==> src/rtl/addsub_dispatch_ctrl.sv <==
// Dispatch controller for the shared add/sub ALU: round-robin pick among ready
// reservation-station entries, one op in flight, result held for the CDB slot.
module addsub_dispatch_ctrl #(
    parameter int unsigned NUM_RS   = 3,
    parameter int unsigned DATA_W   = 32,
    parameter int unsigned TAG_W    = 4,
    parameter int unsigned TAG_BASE = 1
) (
    input  logic                     clk,
    input  logic                     RST,
    input  logic [NUM_RS-1:0]        rs_ready,
    input  logic [NUM_RS-1:0]        rs_op,
    input  logic [NUM_RS*DATA_W-1:0] rs_vj,
    input  logic [NUM_RS*DATA_W-1:0] rs_vk,
    output logic [NUM_RS-1:0]        rs_issue,
    output logic                     alu_start,
    output logic [DATA_W-1:0]        alu_a,
    output logic [DATA_W-1:0]        alu_b,
    output logic                     alu_sub,
    input  logic                     alu_done,
    input  logic [DATA_W-1:0]        alu_result,
    output logic                     cdb_req,
    output logic [TAG_W-1:0]         cdb_tag,
    output logic [DATA_W-1:0]        cdb_data,
    input  logic                     cdb_grant,
    output logic                     busy
);

    localparam int unsigned IDX_W = (NUM_RS > 1) ? $clog2(NUM_RS) : 1;

    // Every entry tag must be representable on the CDB.
    if ((TAG_BASE + NUM_RS - 1) >= (32'd1 << TAG_W)) begin : g_tag_check
        $error("addsub_dispatch_ctrl: TAG_BASE+NUM_RS-1 does not fit in TAG_W");
    end

    typedef enum logic [1:0] {
        IDLE = 2'd0,
        EXEC = 2'd1,
        WB   = 2'd2
    } state_t;

    state_t             state;
    logic [IDX_W-1:0]   rr_ptr;
    logic [IDX_W-1:0]   scan_idx;
    logic [IDX_W-1:0]   sel;
    logic               sel_vld;
    logic               issue_ok;

    // Round-robin pick: first ready entry after the last one issued.
    always_comb begin
        sel      = '0;
        sel_vld  = 1'b0;
        scan_idx = '0;
        for (int unsigned k = 1; k <= NUM_RS; k++) begin
            scan_idx = IDX_W'((32'(rr_ptr) + k) % NUM_RS);
            if (!sel_vld && rs_ready[scan_idx]) begin
                sel     = scan_idx;
                sel_vld = 1'b1;
            end
        end
    end

    // Issue pulses are combinational so the RS can free the entry this cycle.
    always_comb begin
        issue_ok  = !RST && sel_vld && ((state == IDLE) || ((state == WB) && cdb_grant));
        alu_start = issue_ok;
        rs_issue  = issue_ok ? (NUM_RS'(1) << sel) : '0;
    end

    // Controller state, operand/result latches and registered handshake outputs.
    always_ff @(posedge clk) begin
        if (RST) begin
            state    <= IDLE;
            rr_ptr   <= IDX_W'(NUM_RS - 1);
            alu_a    <= '0;
            alu_b    <= '0;
            alu_sub  <= 1'b0;
            cdb_req  <= 1'b0;
            cdb_tag  <= '0;
            cdb_data <= '0;
            busy     <= 1'b0;
        end else begin
            if (issue_ok) begin
                alu_a   <= rs_vj[32'(sel)*DATA_W +: DATA_W];
                alu_b   <= rs_vk[32'(sel)*DATA_W +: DATA_W];
                alu_sub <= rs_op[sel];
                cdb_tag <= TAG_W'(TAG_BASE + 32'(sel));
                rr_ptr  <= sel;
            end
            case (state)
                IDLE: begin
                    if (issue_ok) begin
                        state <= EXEC;
                        busy  <= 1'b1;
                    end
                end
                EXEC: begin
                    if (alu_done) begin
                        cdb_data <= alu_result;
                        cdb_req  <= 1'b1;
                        state    <= WB;
                    end
                end
                WB: begin
                    if (cdb_grant) begin
                        cdb_req <= 1'b0;
                        if (issue_ok) begin
                            state <= EXEC;
                        end else begin
                            state <= IDLE;
                            busy  <= 1'b0;
                        end
                    end
                end
                default: begin
                    state   <= IDLE;
                    cdb_req <= 1'b0;
                    busy    <= 1'b0;
                end
            endcase
        end
    end

endmodule

==> config.mk <==
export PLATFORM = sky130hd
export DESIGN_NAME = addsub_dispatch_ctrl
export DESIGN_NICKNAME = d
export VERILOG_FILES = /design/src/rtl/addsub_dispatch_ctrl.sv
export SDC_FILE = /design/constraint.sdc
export NUM_CORES = 1
export LEC_CHECK = 0
export ABC_CLOCK_PERIOD_IN_PS = 6500
export CELL_PAD_IN_SITES_DETAIL_PLACEMENT = 1
export CELL_PAD_IN_SITES_GLOBAL_PLACEMENT = 1
export CORE_ASPECT_RATIO = 2
export CORE_MARGIN = 2
export CORE_UTILIZATION = 27
export CTS_BUF_LIST = sky130_fd_sc_hd__clkbuf_4 sky130_fd_sc_hd__clkbuf_8
export DETAILED_ROUTE_END_ITERATION = 6
export PLACE_DENSITY = 0.85
export SLEW_MARGIN = 20
export SYNTH_ARGS = -nofsm -noshare
export SYNTH_HDL_FRONTEND = slang
export SYNTH_SLANG_ARGS = --single-unit
==> constraint.sdc <==
create_clock -name clk -period 6.5 [get_ports clk]
set_input_delay 0.65 -clock clk [delete_from_list [all_inputs] [get_ports clk]]
set_output_delay 0.65 -clock clk [all_outputs]
set_load 0.01 [all_outputs]
==> flow_summary_export.csv <==
group,metric,value,unit
status,outcome,"completed",
clocking,cts_made_buffers,9,
critical_path,crit_end,"rs_issue[2]",
critical_path,rrSetupSlack,3.00,ns
final_layout,nFillCells,2033,
critical_path,required,5.85,ns
power_and_ir_drop,p_leak,3.049,nW
sta,clock_skew,0.01765,ns
detailed_routing,drt_wl_total,21.39,mm
sta,hold_viol_final,0,
logic_synthesis,syn-instance-count,527,
logic_synthesis,ys_seq_area_frac,0.4342,
global_routing,antenna_found_initial,1,
global_routing,grt_pass1_vias,5865,
logic_synthesis,synth_top_cells_by_area,"dfxtp_1 43%, mux2i_1 14%, a22oi_1 10%",
placed_design,portBuffers,339,
die,die_h,194.3,um
critical_path,critPathKind,"reg -> out",
critical_path,rr_worst_depth,10,
clocking,post_cts_buffers,0,
logic_synthesis,synth.most_common_cell,"dfxtp_1",
die,pin_count,341,
sta,min_period_over_period,0.5970,
detailed_routing,firstDrtPassIters,4,
critical_path,cp.arrival,3.23,ns
logic_synthesis,synth_edf_count,0,
logic_synthesis,yosys_warnings,0,
placed_design,globalplace.congestion,0.8385,
sta,final_max_slew_viol_count,0,
logic_synthesis,yosys.area.top_type_share,0.4342,
die,start_util,0.2748,
logic_synthesis,async_reset_ff_frac,0,
power_and_ir_drop,power_per_cell_area,303.1,nW/um^2
clocking,clock-sinks,106,
critical_path,crit_fanout,7,
final_layout,final_cells,1051,
worst_hold_path,hold_path.class,"reg -> reg",
detailed_routing,via_per_inst,5.135,
detailed_routing,vias,5397,
clocking,ctsHoldBuffers,0,
critical_path,endpoint_kind,"output port",
detailed_routing,ant_nets,0,
power_and_ir_drop,ir_drop,0.0001318,V
logic_synthesis,netlist_area,4887,sq um
clocking,insertion_delay,0.39,ns
sta,rsz0062_at_grt,"false",
clocking,clkTransAtPathRegs,0.10,ns
sta,fin_crit,3.881,ns
logic_synthesis,yosys.area.top_type,"dfxtp_1",
die,die_area,19260,sq um
die,std_cell_rows,69,
detailed_routing,routedWlPerCell,20.35,um
detailed_routing,drt-initial-drc-count,85,
sta,slew_headroom,0.4319,
die,core_region_area,17780,sq um
sta,worst_slew_pin_slew,0.8522,ns
clocking,htreeDepth,3,
sta,max_freq,257.7,MHz
global_routing,grt_max_degree,69,
detailed_routing,drcViolationCount,0,
critical_path,start_kind,"register",
sta,finalSetupTns,0,ns
placed_design,placed_cells,1034,
final_layout,drive_gt1_frac,0.03704,
flow_run,drv_cap,0,
global_routing,grt_overflow,0,
logic_synthesis,synth_nets,769,
logic_synthesis,synthFlopType,"dfxtp_1",
critical_path,setup.worst_path.start,"rr_ptr[0]$_SDFFE_PP0P_",
global_routing,grtUsageTotal,0.2155,
clocking,clockRootBuffer,"clkbuf_8",
critical_path,r2r_start,"rr_ptr[0]$_SDFFE_PP0P_",
clocking,ctsResizeCount,0,
die,die_w,99.14,um
global_routing,grt_first_pass_wirelength,32.46,mm
clocking,cts_tree,"built",
critical_path,worst_r2r_endpoint,"alu_b[4]$_SDFFE_PP0P_",
logic_synthesis,avgSynthCellArea,9.274,sq um
logic_synthesis,ys_ff_latch,106,
sta,setup_viol,0,
final_layout,synthToLayoutAreaGrowth,73.78,%
final_layout,nets,1074,
logic_synthesis,ys_top_cells_by_count,"106 x dfxtp_1, 76 x nand2_1, 69 x mux2i_1",
logic_synthesis,yosysUniqueCellTypes,33,
clocking,clock_path_buffers,2,
placed_design,dp_hpwl,16.05,mm
worst min path at each step:
stage	from	endpoint	slack [ns]	cells past startpoint
final	cdb_data[8]$_SDFFE_PP0P_	cdb_data[8]$_SDFFE_PP0P_	0.46	2
after global routing	cdb_data[7]$_SDFFE_PP0P_	cdb_data[7]$_SDFFE_PP0P_	0.48	2
after CTS	cdb_data[15]$_SDFFE_PP0P_	cdb_data[15]$_SDFFE_PP0P_	0.46	2
after detailed placement	cdb_data[15]$_SDFFE_PP0P_	cdb_data[15]$_SDFFE_PP0P_	0.45	2
after global placement	cdb_data[22]$_SDFFE_PP0P_	cdb_data[22]$_SDFFE_PP0P_	0.44	2
after floorplan	rr_ptr[0]$_SDFFE_PP0P_	rr_ptr[0]$_SDFFE_PP0P_	0.47	2
sequential cells by signal, summed over array words and instances (netlist names):
register  count
cdb_req       1
alu_b        32
cdb_data     32
state         2
busy          1
rr_ptr        2
cdb_tag       3
alu_a        32
alu_sub       1
cell type report:
cell class,count,area [sq um],area share
multi-input combinational,361,2434,0.2865
inverter,8,30.03,0.003536
clock inverter,3,22.52,0.002652
timing repair buffer,346,3443,0.4054
antenna,1,2.502,0.0002946
clock buffer,13,172.7,0.02033
sequential,106,2122,0.2499
tap,213,266.5,0.03138
critical path, cell delays in order, from the launching register on:
cell and delay, ns:
dfxtp_1 0.40, inv_1 0.08, ha_1 0.43, mux2i_1 0.22, o2bb2ai_1 0.12, nor4b_1 0.55, a211oi_4 0.08, inv_1 0.11
ha_1 0.14, and2_1 0.14, clkdlybuf4s50_1 0.57
through the flow:
stage | cell area [sq um] | total power, mW | setup slack, ns | hold WS (ns) | utilization
2_1_floorplan | 4887 | 1.601 | 3.532 | 0.4703 | -
3_3_place_gp | 8295 | 2.160 | 2.749 | 0.4416 | 0.4664
3_5_place_dp | 8295 | 2.195 | 2.643 | 0.4483 | 0.4664
4_1_cts | 8491 | 2.613 | 2.543 | 0.4617 | 0.4774
5_1_grt | 8493 | 2.733 | 2.343 | 0.4825 | 0.4776
6_report | 8493 | 2.574 | 2.619 | 0.4586 | 0.4776
cell families (layout without fill, tap and decap cells):
logic type      count (synthesis)  after routing  share of synthesized area
fa+ha+maj                       8              8                    0.02048
compound gates                184            184                     0.2478
simple gates                   99             99                    0.08423
other cells                     1              2                  0.0007673
buf+inv                        60            370                    0.07117
mux                            69             69                     0.1413
flops                         106            106                     0.4342
cell usage in the layout (no fill, tap or decap):
cell type        synthesis  routed
a211o_1                  1       1
a211oi_1                 3       3
a211oi_2                 2       1
a211oi_4                 0       1
a21oi_1                 39      39
a22oi_1                 65      65
a2bb2oi_1                1       1
and2_1                   3       3
and3_2                   0       1
buf_4                   14       8
clkbuf_4                 3       1
clkbuf_8                 0      12
clkdlybuf4s50_1          0     338
clkinvlp_4               0       3
conb_1                   1       1
dfxtp_1                106     106
diode_2                  0       1
ha_1                     8       8
inv_1                    8       8
mux2i_1                 69      69
nand2_1                 76      75
nand2_2                  0       1
nand2b_1                 2       1
nand2b_2                 0       1
nand3b_1                 1       1
nor2_1                   8       7
nor2_2                   0       1
nor2b_1                  5       5
nor3_1                   1       1
nor4b_1                  1       1
o21a_1                   2       2
o21ai_0                  1       1
o21bai_1                 2       2
o22ai_1                 67      67
o2bb2ai_1                1       1
or2_2                    1       1
layer usage:
metal | vias up | global-route usage | share of wire
met5 | - | 0 | 0
met4 | 0 | 0.1081 | 0.042
met3 | 48 | 0.04831 | 0.057
met2 | 203 | 0.4047 | 0.55
met1 | 2607 | 0.2158 | 0.35
li1 | 2539 | - | -
where the power goes:
part           leakage [nW]  switching (mW)  internal, mW
clock                0.0913           0.232         0.175
sequential            0.872          0.0909         0.809
combinational          2.09           0.589         0.678
total                  3.05           0.911          1.66
No activity file was read; power rests on OpenSTA's default activity.
